[config.mk]
export PLATFORM = sky130hd
export DESIGN_NAME = qpsk_tx_framer
export DESIGN_NICKNAME = d
export VERILOG_FILES = /design/src/rtl/qpsk_tx_framer.sv
export SDC_FILE = /design/constraint.sdc
export NUM_CORES = 1
export LEC_CHECK = 0
export ABC_CLOCK_PERIOD_IN_PS = 3500
export CAP_MARGIN = 0
export CORE_MARGIN = 2
export CORE_UTILIZATION = 50
export CTS_CLUSTER_DIAMETER = 100
export DETAILED_ROUTE_END_ITERATION = 10
export GPL_TIMING_DRIVEN = 0
export PLACE_DENSITY = 0.8
export SLEW_MARGIN = 20
export SYNTH_ARGS = -nofsm -noshare
export SYNTH_HDL_FRONTEND = slang
export SYNTH_SLANG_ARGS = --single-unit
[constraint.sdc]
create_clock -name clk -period 3.5 [get_ports clk]
set_input_delay 0.7 -clock clk [delete_from_list [all_inputs] [get_ports clk]]
set_output_delay 0.7 -clock clk [all_outputs]
set_load 0.02 [all_outputs]
[src/rtl/qpsk_tx_framer.sv]
// Frame scheduler for the QPSK modulator: preamble, sync word, length byte and
// payload symbols, one symbol per modulator period, with a one-byte fetch buffer.
//
// state    | meaning
// ---------+------------------------------------------------------------
// S_IDLE   | idle carrier, waiting for start
// S_PRE    | alternating 00/10 preamble symbols
// S_SYNC   | sync word, MSB pair first, 8 symbols
// S_LEN    | latched frame length byte, 4 symbols
// S_PAY    | payload bytes, 4 symbols each, fed from the byte buffer
module qpsk_tx_framer #(
    parameter int          PREAMBLE_LEN = 32,
    parameter logic [15:0] SYNC_WORD    = 16'hA5C3
) (
    input  logic       clk,
    input  logic       reset,
    input  logic       start,
    input  logic       abort,
    input  logic [7:0] frame_len,
    input  logic [7:0] byte_data,
    input  logic       byte_valid,
    output logic       byte_ready,
    input  logic       mod_req,
    output logic [1:0] symbol_in,
    output logic       symbol_en,
    output logic       busy,
    output logic       done,
    output logic       underrun
);

    localparam logic [2:0] S_IDLE = 3'd0;
    localparam logic [2:0] S_PRE  = 3'd1;
    localparam logic [2:0] S_SYNC = 3'd2;
    localparam logic [2:0] S_LEN  = 3'd3;
    localparam logic [2:0] S_PAY  = 3'd4;

    localparam logic [7:0] PRE_LAST = 8'(PREAMBLE_LEN - 1);

    logic [2:0] state,      state_n;
    logic [7:0] sym_idx,    sym_idx_n;
    logic [7:0] len_q,      len_q_n;
    logic [7:0] fetched,    fetched_n;
    logic [7:0] sent,       sent_n;
    logic [7:0] buf_q,      buf_q_n;
    logic       buf_full,   buf_full_n;
    logic [7:0] shift_q,    shift_q_n;
    logic [1:0] symbol_in_n;
    logic       symbol_en_n;
    logic       busy_n;
    logic       done_n;
    logic       underrun_n;
    logic       byte_ready_n;

    logic       xfer;
    logic [7:0] sym_idx_inc;
    logic [3:0] sync_pos;

    assign xfer        = byte_valid && byte_ready;
    assign sym_idx_inc = sym_idx + 8'd1;
    // bit position of the low bit of the next sync symbol
    assign sync_pos    = 4'd14 - {sym_idx_inc[2:0], 1'b0};

    always_comb begin
        state_n     = state;
        sym_idx_n   = sym_idx;
        len_q_n     = len_q;
        fetched_n   = fetched;
        sent_n      = sent;
        buf_q_n     = buf_q;
        buf_full_n  = buf_full;
        shift_q_n   = shift_q;
        symbol_in_n = symbol_in;
        symbol_en_n = symbol_en;
        done_n      = 1'b0;
        underrun_n  = 1'b0;

        if (xfer) begin
            buf_q_n    = byte_data;
            buf_full_n = 1'b1;
            fetched_n  = fetched + 8'd1;
        end

        if (abort) begin
            state_n     = S_IDLE;
            sym_idx_n   = 8'd0;
            fetched_n   = 8'd0;
            sent_n      = 8'd0;
            buf_full_n  = 1'b0;
            shift_q_n   = 8'd0;
            symbol_in_n = 2'b00;
            symbol_en_n = 1'b0;
        end else begin
            case (state)
                S_IDLE: begin
                    if (start) begin
                        state_n     = S_PRE;
                        sym_idx_n   = 8'd0;
                        len_q_n     = frame_len;
                        fetched_n   = 8'd0;
                        sent_n      = 8'd0;
                        buf_full_n  = 1'b0;
                        symbol_in_n = 2'b00;
                        symbol_en_n = 1'b1;
                    end
                end
                S_PRE: begin
                    if (mod_req) begin
                        if (sym_idx == PRE_LAST) begin
                            state_n     = S_SYNC;
                            sym_idx_n   = 8'd0;
                            symbol_in_n = SYNC_WORD[15:14];
                        end else begin
                            sym_idx_n   = sym_idx_inc;
                            symbol_in_n = sym_idx_inc[0] ? 2'b10 : 2'b00;
                        end
                    end
                end
                S_SYNC: begin
                    if (mod_req) begin
                        if (sym_idx == 8'd7) begin
                            state_n     = S_LEN;
                            sym_idx_n   = 8'd0;
                            shift_q_n   = len_q;
                            symbol_in_n = len_q[7:6];
                        end else begin
                            sym_idx_n   = sym_idx_inc;
                            symbol_in_n = SYNC_WORD[sync_pos +: 2];
                        end
                    end
                end
                S_LEN, S_PAY: begin
                    if (mod_req) begin
                        if (sym_idx != 8'd3) begin
                            sym_idx_n   = sym_idx_inc;
                            shift_q_n   = {shift_q[5:0], 2'b00};
                            symbol_in_n = shift_q[5:4];
                        end else if (sent == len_q) begin
                            state_n     = S_IDLE;
                            sym_idx_n   = 8'd0;
                            buf_full_n  = 1'b0;
                            symbol_in_n = 2'b00;
                            symbol_en_n = 1'b0;
                            done_n      = 1'b1;
                        end else if (buf_full) begin
                            // a byte handshaking this very cycle is not yet in buf_full
                            state_n     = S_PAY;
                            sym_idx_n   = 8'd0;
                            shift_q_n   = buf_q;
                            symbol_in_n = buf_q[7:6];
                            buf_full_n  = 1'b0;
                            sent_n      = sent + 8'd1;
                        end else begin
                            state_n     = S_IDLE;
                            sym_idx_n   = 8'd0;
                            buf_full_n  = 1'b0;
                            symbol_in_n = 2'b00;
                            symbol_en_n = 1'b0;
                            underrun_n  = 1'b1;
                        end
                    end
                end
                default: begin
                    state_n     = S_IDLE;
                    sym_idx_n   = 8'd0;
                    buf_full_n  = 1'b0;
                    symbol_in_n = 2'b00;
                    symbol_en_n = 1'b0;
                end
            endcase
        end

        busy_n       = (state_n != S_IDLE);
        byte_ready_n = busy_n && !buf_full_n && (fetched_n < len_q_n);
    end

    always_ff @(posedge clk or negedge reset) begin
        if (!reset) begin
            state      <= S_IDLE;
            sym_idx    <= 8'd0;
            len_q      <= 8'd0;
            fetched    <= 8'd0;
            sent       <= 8'd0;
            buf_q      <= 8'd0;
            buf_full   <= 1'b0;
            shift_q    <= 8'd0;
            symbol_in  <= 2'b00;
            symbol_en  <= 1'b0;
            busy       <= 1'b0;
            done       <= 1'b0;
            underrun   <= 1'b0;
            byte_ready <= 1'b0;
        end else begin
            state      <= state_n;
            sym_idx    <= sym_idx_n;
            len_q      <= len_q_n;
            fetched    <= fetched_n;
            sent       <= sent_n;
            buf_q      <= buf_q_n;
            buf_full   <= buf_full_n;
            shift_q    <= shift_q_n;
            symbol_in  <= symbol_in_n;
            symbol_en  <= symbol_en_n;
            busy       <= busy_n;
            done       <= done_n;
            underrun   <= underrun_n;
            byte_ready <= byte_ready_n;
        end
    end

endmodule

==> results of run 1 <==
-- report_power, final --
| group | switching [mW] | internal (mW) | leakage, nW | total, mW |
|---|---|---|---|---|
| sequential | 0.0572 | 0.728 | 0.752 | 0.785 |
| combinational | 0.137 | 0.136 | 1.01 | 0.273 |
| clock | 0.265 | 0.267 | 0.0887 | 0.532 |
| total | 0.459 | 1.13 | 1.85 | 1.59 |
-- kinds of logic (layout without fill, tap and decap cells) --
logic type / Yosys count / count (layout) / synth area share [%]
AOI/OAI and AO/OA: 86 / 86 / 18.3
and+or+nand+nor: 136 / 136 / 21.7
adders and majority gates: 10 / 10 / 3.44
DFF: 57 / 57 / 39.2
muxes: 27 / 27 / 8.31
buffers and inverters: 33 / 76 / 4.95
xor gates and xnor gates: 17 / 17 / 4.09
-- how the worst max path moves through the flow --
stage | endpoint | slack [ps] | depth (start not counted)
final | byte_ready$_DFF_PN0_ | 100 | 10
after global routing | byte_ready$_DFF_PN0_ | 20 | 10
after CTS | byte_ready$_DFF_PN0_ | 110 | 10
after detailed placement | byte_ready$_DFF_PN0_ | -230 | 10
after global placement | byte_ready$_DFF_PN0_ | -190 | 10
after floorplan | byte_ready$_DFF_PN0_ | 590 | 9
-- synthesized netlist by cell type (all sizes together) (2+ instances only) --
library cell  number
o311ai             4
mux2i             10
a22o               4
o211ai             3
o31ai              2
xor2              15
o21a               4
xnor2              2
or2                4
nand3             16
a311oi             5
a21o               6
o21ai             18
a211o              2
ha                10
a21oi              8
and2               5
or4b               3
nor3               4
a311o              2
buf                9
nor3b              5
nor4               2
nor2              28
nand2             31
a31o               3
nor2b              6
mux2              17
nand4              9
and3              10
o2bb2ai            3
dfrtp             57
a41oi              3
nand2b             4
inv               15
a31oi              6
or3                2
clkbuf             9
or3b               2
-- sequential cells by signal, summed over array words and instances (netlist names) --
| signal | flops |
|---|---|
| buf_q | 8 |
| fetched | 8 |
| len_q | 8 |
| sent | 8 |
| sym_idx | 8 |
| shift_q | 6 |
| state | 3 |
| symbol_in | 2 |
| buf_full | 1 |
| busy | 1 |
| byte_ready | 1 |
| done | 1 |
| symbol_en | 1 |
| underrun | 1 |
-- stage by stage --
| step | cells | instance area, um2 | setup WS, ps | util (%) | hold WS, ps |
|---|---|---|---|---|---|
| global route | 508 | 4210 | 20.2 | 58.9 | 473 |
| detailed placement | 493 | 4040 | -226 | 56.7 | 479 |
| finish | 508 | 4210 | 105 | 58.9 | 413 |
| CTS | 508 | 4210 | 113 | 58.9 | 437 |
| global placement | 493 | 4050 | -194 | 56.7 | 464 |
| floorplan | 366 | 3640 | 594 | - | 404 |
-- per-layer routing --
metal	global-route usage (%)	up-vias
li1	-	1428
met1	31.9	1504
met2	37.2	88
met3	4.99	14
met4	7.87	0
met5	0	-
-- cell type report --
type,instances,area (um2)
repair buffers,28,278
flip-flops and latches,57,1430
plain buffers,18,124
clock buffers,11,141
well taps,99,124
clock inverters,4,20.0
multi-input cells,276,2040
inverters,15,56.3
fillers,647,2930
==> run summary, run 1 <==
Status -> finished clean
Fin crit share -> 97.0%
Die H -> 89.4 um
Worst-path cell chain -> clkdlybuf4s50_1 > or4b_4 > buf_6 > nor2_4 > mux2i_1 > ha_1 > a21o_1 > a21o_1 > a221o_1 > a311oi_2
Number of diodes -> 0
Relative slew slack -> 52.1%
Dpl hpwl -> 6320 um
Avg Inst Size Synth -> 9.95 um2
Hold Buf Count CTS -> 0
Fraction of layout cells with a size suffix above 1 -> 16.9%
Sink Count -> 57
RSZ-0062 raised after global routing -> false
TritonRoute pass-1 iters -> 5
Hold Vio Cnt, Final -> 0
Pleak -> 1.85 nW
Routed vias/inst -> 5.97
Die area -> 7980 um2
WP data arrival -> 3640 ps
Routed wire per std cell -> 17.0 um
Design Power -> 1.59 mW
Tmin final -> 3400 ps
Highest-count cells in the layout ignoring fill and taps -> dfrtp_1, nand2_1, clkdlybuf4s50_1, nor2_1, nand3_1
Clock latency on the worst-skew pair -> 340 ps
Initial antenna violation count -> 0
IO Pins -> 29
Worst min path class -> in -> async
CTS tree -> done
Area grow syn2layout -> 15.5%
Total Neg Setup Slack -> 0 ps
Met3 routed WL -> 505 um
Flop-to-flop setup slack -> 420 ps
Row count -> 31
Slew Viols, Final -> 0
Max H-tree Level -> 3
WP buf/inv -> 2
Seq/Total Area, Yosys -> 39.2%
CP Capture Type -> flop
I/O Buffers -> 28
Peak VDD IR -> 0.231 mV
Worst reg2reg startpoint -> state[2]$_DFF_PN0_
DR top layer -> met4
Ys flop type -> dfrtp_1
CTS buffer count -> 9
Beginning of the critical path -> start
Power Density -> 378 nW/um2
Total grt overflow -> 0
R2R cell count -> 9
Number of setup violations in the final report -> 0
FF+latch count, synth -> 57
Post-synth EDFFs -> 0
Post-synth ARST share -> 100%
First-pass GRT wire length -> 14300 um
Max Fclk -> 295 MHz
Skew final -> 7.69 ps
Share of the synthesized area in the top cell type -> 39.2%
DR DRC count -> 0
CTS resizes -> 0
CTS root buf -> clkbuf_8
Post-Route WL -> 8650 um
Core area -> 7140 um2
Worst path required time -> 3740 ps
GRT Total Usage -> 23.4%
Worst slew pin tran -> 719 ps
Synth area leader -> dfrtp_1
First DRT Iteration DRCs -> 219
Vias in the first global route -> 2911
Crit-path max cell delay -> 520 ps
Setup bufs post-CTS -> 0
Nets -> 437
Slowest CP cell -> clkdlybuf4s50_1
Mapped Cells -> 366
Post-Syn Nets -> 398
Commonest non-fill, non-tap cell in the layout -> dfrtp_1
RR Endpoint -> byte_ready$_DFF_PN0_
CTS max path bufs -> 2
Startpoint types -> input pin
Worst setup path class -> in -> reg
Post-DRT Antenna Nets -> 0
DRT met1 WL -> 3830 um
Largest cells by area after synthesis -> dfrtp_1, xor2_1, ha_1, mux2_2, nand2_1
Clock transition at the registers of the reported paths -> 60 ps
Mapped Area -> 3640 um2
Synth warn -> 0
Top Family by Delay on Critical Path -> compound AO/OA/AOI/OAI gates
Starting Density -> 51.0%
Final Wtd Congestion -> 0.940
Met2 WL -> 4170 um
Critical Path Most Common Cell -> a21o_1
CP max FO -> 9
Die span in x -> 89.4 um
Max-cap violations -> 0
Largest net degree at the start of global routing -> 58
Yosys cell types -> 75
Vias -> 3034
Power figures use the tool's default switching activity.
==> inputs of run 2 (changes only) <==
--- a/config.mk
+++ b/config.mk
@@ -5,14 +5,15 @@
 export SDC_FILE = /design/constraint.sdc
 export NUM_CORES = 1
 export LEC_CHECK = 0
+export ABC_AREA = 1
 export ABC_CLOCK_PERIOD_IN_PS = 3500
 export CAP_MARGIN = 0
 export CORE_MARGIN = 2
-export CORE_UTILIZATION = 50
+export CORE_UTILIZATION = 58
 export CTS_CLUSTER_DIAMETER = 100
 export DETAILED_ROUTE_END_ITERATION = 10
 export GPL_TIMING_DRIVEN = 0
-export PLACE_DENSITY = 0.8
+export PLACE_DENSITY = 0.9
 export SLEW_MARGIN = 20
 export SYNTH_ARGS = -nofsm -noshare
 export SYNTH_HDL_FRONTEND = slang
==> run summary, run 2 <==
Clock transition at the registers of the reported paths -> 60 ps (about the same)
Synth Area in Simple Gates -> 32.8% (+11 points)
Post-synth EDFFs -> 0 (unchanged)
Synth warn -> 0 (unchanged)
Sink Count -> 57 (unchanged)
IO Pins -> 29 (unchanged)
Tmin final -> 2900 ps (-493 ps)
Fraction of layout cells with a size suffix above 1 -> 12.3% (-4.6 points)
Share of the synthesized area in the top cell type -> 41.0% (+1.8 points)
Status -> finished clean
Highest-count cells in the layout ignoring fill and taps -> nand2_1, inv_1, dfrtp_1, nor2_1
CTS resizes -> 0 (unchanged)
Nets -> 532 (+22%)
Number of diodes -> 0 (unchanged)
First-pass GRT wire length -> 13700 um (-3.9%)
Synth Area in Compound Gates -> 11.2% (-7.2 points)
Avg Inst Size Synth -> 7.55 um2 (-24%)
Mapped Area -> 3480 um2 (-4.4%)
Post-Place Cells -> 564 (+14%)
Worst slew pin tran -> 711 ps (-7.08 ps)
Startpoint types -> input pin
Total Neg Setup Slack -> 0 ps (unchanged)
Yosys cell types -> 38 (-49%)
CTS tree -> done
Cell Count, Final, Fillers Out -> 580 (+14%)
CTS buffer count -> 9 (unchanged)
Adder-Cell Fraction of Synth Area -> 3.59% (+0.16 points)
Max H-tree Level -> 3 (unchanged)
Starting Density -> 59.5% (+8.5 points)
I/O Buffers -> 28 (unchanged)
Commonest non-fill, non-tap cell in the layout -> nand2_1
Seq/Total Area, Yosys -> 41.0% (+1.8 points)
# fillers -> 456 (-30%)
Largest cells by area after synthesis -> dfrtp_1, nand2_1, inv_1, nor2_1, nand3_1
Power Density -> 420 nW/um2 (+11%)
Final WS setup -> 597 ps (+493 ps)
Die span in x -> 81.5 um (-8.8%)
CTS max path bufs -> 2 (unchanged)
Clock latency on the worst-skew pair -> 350 ps (about the same)
FF+latch count, synth -> 57 (unchanged)
Max Fclk -> 344 MHz (+17%)
Worst path required time -> 3770 ps (+30 ps)
Post-DRT Antenna Nets -> 0 (unchanged)
Post-Route WL -> 8090 um (-6.5%)
Most numerous cell in the Yosys netlist -> nand2_1
GRT Total Usage -> 27.4% (+4.0 points)
Area grow syn2layout -> 16.6%
CTS root buf -> clkbuf_8
CP Capture Type -> flop
Synth area leader -> dfrtp_1
Post-Syn Nets -> 493 (+24%)
Largest family of logic cells by synthesized area -> simple AND/OR/NAND/NOR gates
Hold Buf Count CTS -> 0 (unchanged)
Slowest CP cell -> clkdlybuf4s50_1
Worst-path cell chain -> clkdlybuf4s50_1 > inv_1 > nand4_1 > clkbuf_1 > or2_2 > o21ai_0 > ha_1 > a21oi_1 > o21ai_0 > nor2_1 > nand2_1 > nor2_1
Max-cap violations -> 0 (unchanged)
Dpl hpwl -> 5780 um (-8.5%)
Pleak -> 2.01 nW (+8.6%)
Total grt overflow -> 0 (unchanged)
Fin crit share -> 82.9% (-14 points)
CP max FO -> 10 (+1)
Slew Viols, Final -> 0 (unchanged)
Vias -> 3104 (+2.3%)
Relative slew slack -> 52.6% (+0.47 points)
RSZ-0062 raised after global routing -> false
First DRT Iteration DRCs -> 190 (-13%)
Vias in the first global route -> 3045 (+4.6%)
Row count -> 28 (-9.7%)
Setup bufs post-CTS -> 0 (unchanged)
Number of setup violations in the final report -> 0 (unchanged)
Largest net degree at the start of global routing -> 58 (unchanged)
Routed wire per std cell -> 13.9 um (-18%)
Die area -> 6640 um2 (-17%)
Hold Vio Cnt, Final -> 0 (unchanged)
Worst min path class -> in -> async
Skew final -> 5.09 ps (-2.60 ps)
Routed vias/inst -> 5.35 (-10%)
DR DRC count -> 0 (unchanged)
Peak VDD IR -> 0.316 mV (+37%)
Top cells by count, synth -> nand2_1, inv_1, dfrtp_1, nor2_1, nand3_1
Die H -> 81.5 um (-8.8%)
Worst slack, placed -> 312 ps (+538 ps)
Core area -> 5850 um2 (-18%)
Worst setup path class -> in -> reg
Ys flop type -> dfrtp_1
Post-synth ARST share -> 100% (unchanged)
Mapped Cells -> 461 (+26%)
Final Wtd Congestion -> 0.926 (-1.5%)
Synth Area in XOR/XNOR -> 2.26% (-1.8 points)
Initial antenna violation count -> 0 (unchanged)
WP data arrival -> 3170 ps (-470 ps)
Crit-path max cell delay -> 500 ps (-20 ps)
TritonRoute pass-1 iters -> 5 (unchanged)
Multiplexer share of the synthesized area -> 0% (-8.3 points)
==> run 2: logic make-up (layout without fill, tap and decap cells) <==
family / count (synthesis) / count (layout)
flops: 57 / 57
compound gates: 68 / 68
fa+ha+maj: 10 / 10
buf+inv: 76 / 120
simple gates: 241 / 241
xor+xnor: 9 / 9
==> run 2: layer usage <==
metal  up-vias  global-route usage [%]  part of all wire [%]
li1       1545                       -                     -
met3        24                    6.15                   4.9
met2        95                    43.8                    47
met5         -                       0                     0
met1      1440                    34.3                    44
met4         0                    15.3                   3.4
==> run 2: worst paths after layout <==
path,start,end,slack [ps],depth (start not counted)
setup / recovery,abort,byte_ready$_DFF_PN0_,600,12
hold / removal,reset,done$_DFF_PN0_,400,1
setup reg to reg,state[2]$_DFF_PN0_,byte_ready$_DFF_PN0_,980,11
hold reg to reg,symbol_in[0]$_DFFE_PN0P_,symbol_in[0]$_DFFE_PN0P_,480,2
max in group asynchronous,reset,sym_idx[2]$_DFFE_PN0P_,2620,1
min in group clk,symbol_in[0]$_DFFE_PN0P_,symbol_in[0]$_DFFE_PN0P_,480,2
==> run 2: stage by stage <==
stage | utilization, % | total power [mW] | hold slack [ps] | area [um2]
2_1_floorplan | - | 0.953 | 404 | 3480
3_3_place_gp | 65.9 | 1.04 | 465 | 3850
3_5_place_dp | 65.8 | 1.06 | 464 | 3850
4_1_cts | 69.4 | 1.70 | 429 | 4060
5_1_grt | 69.4 | 1.78 | 479 | 4060
6_report | 69.4 | 1.70 | 404 | 4060
==> run 2: worst max-delay path, delay by kind of cell <==
family | cells | cell delay (ps)
AOI/OAI and AO/OA | 3 | 410
adders and majority gates | 1 | 320
buffers and inverters | 3 | 960
and+or+nand+nor | 5 | 770
==> run 2: report_power, final <==
part | switching [mW] | internal (mW) | leakage (nW)
Combinational | 0.170 | 0.117 | 1.16
Clock | 0.264 | 0.387 | 0.107
Sequential | 0.0479 | 0.719 | 0.748
==> run 2: layout make-up <==
type,count,area (um2),share of cell area (%)
timing repair buffer,28,278,6.84
buffer,6,56.3,1.39
multi-input combinational,328,1740,42.7
clock inverter,2,35.0,0.863
tap,75,93.8,2.31
clock buffer,14,173,4.25
sequential,57,1430,35.1
inverter,70,263,6.47
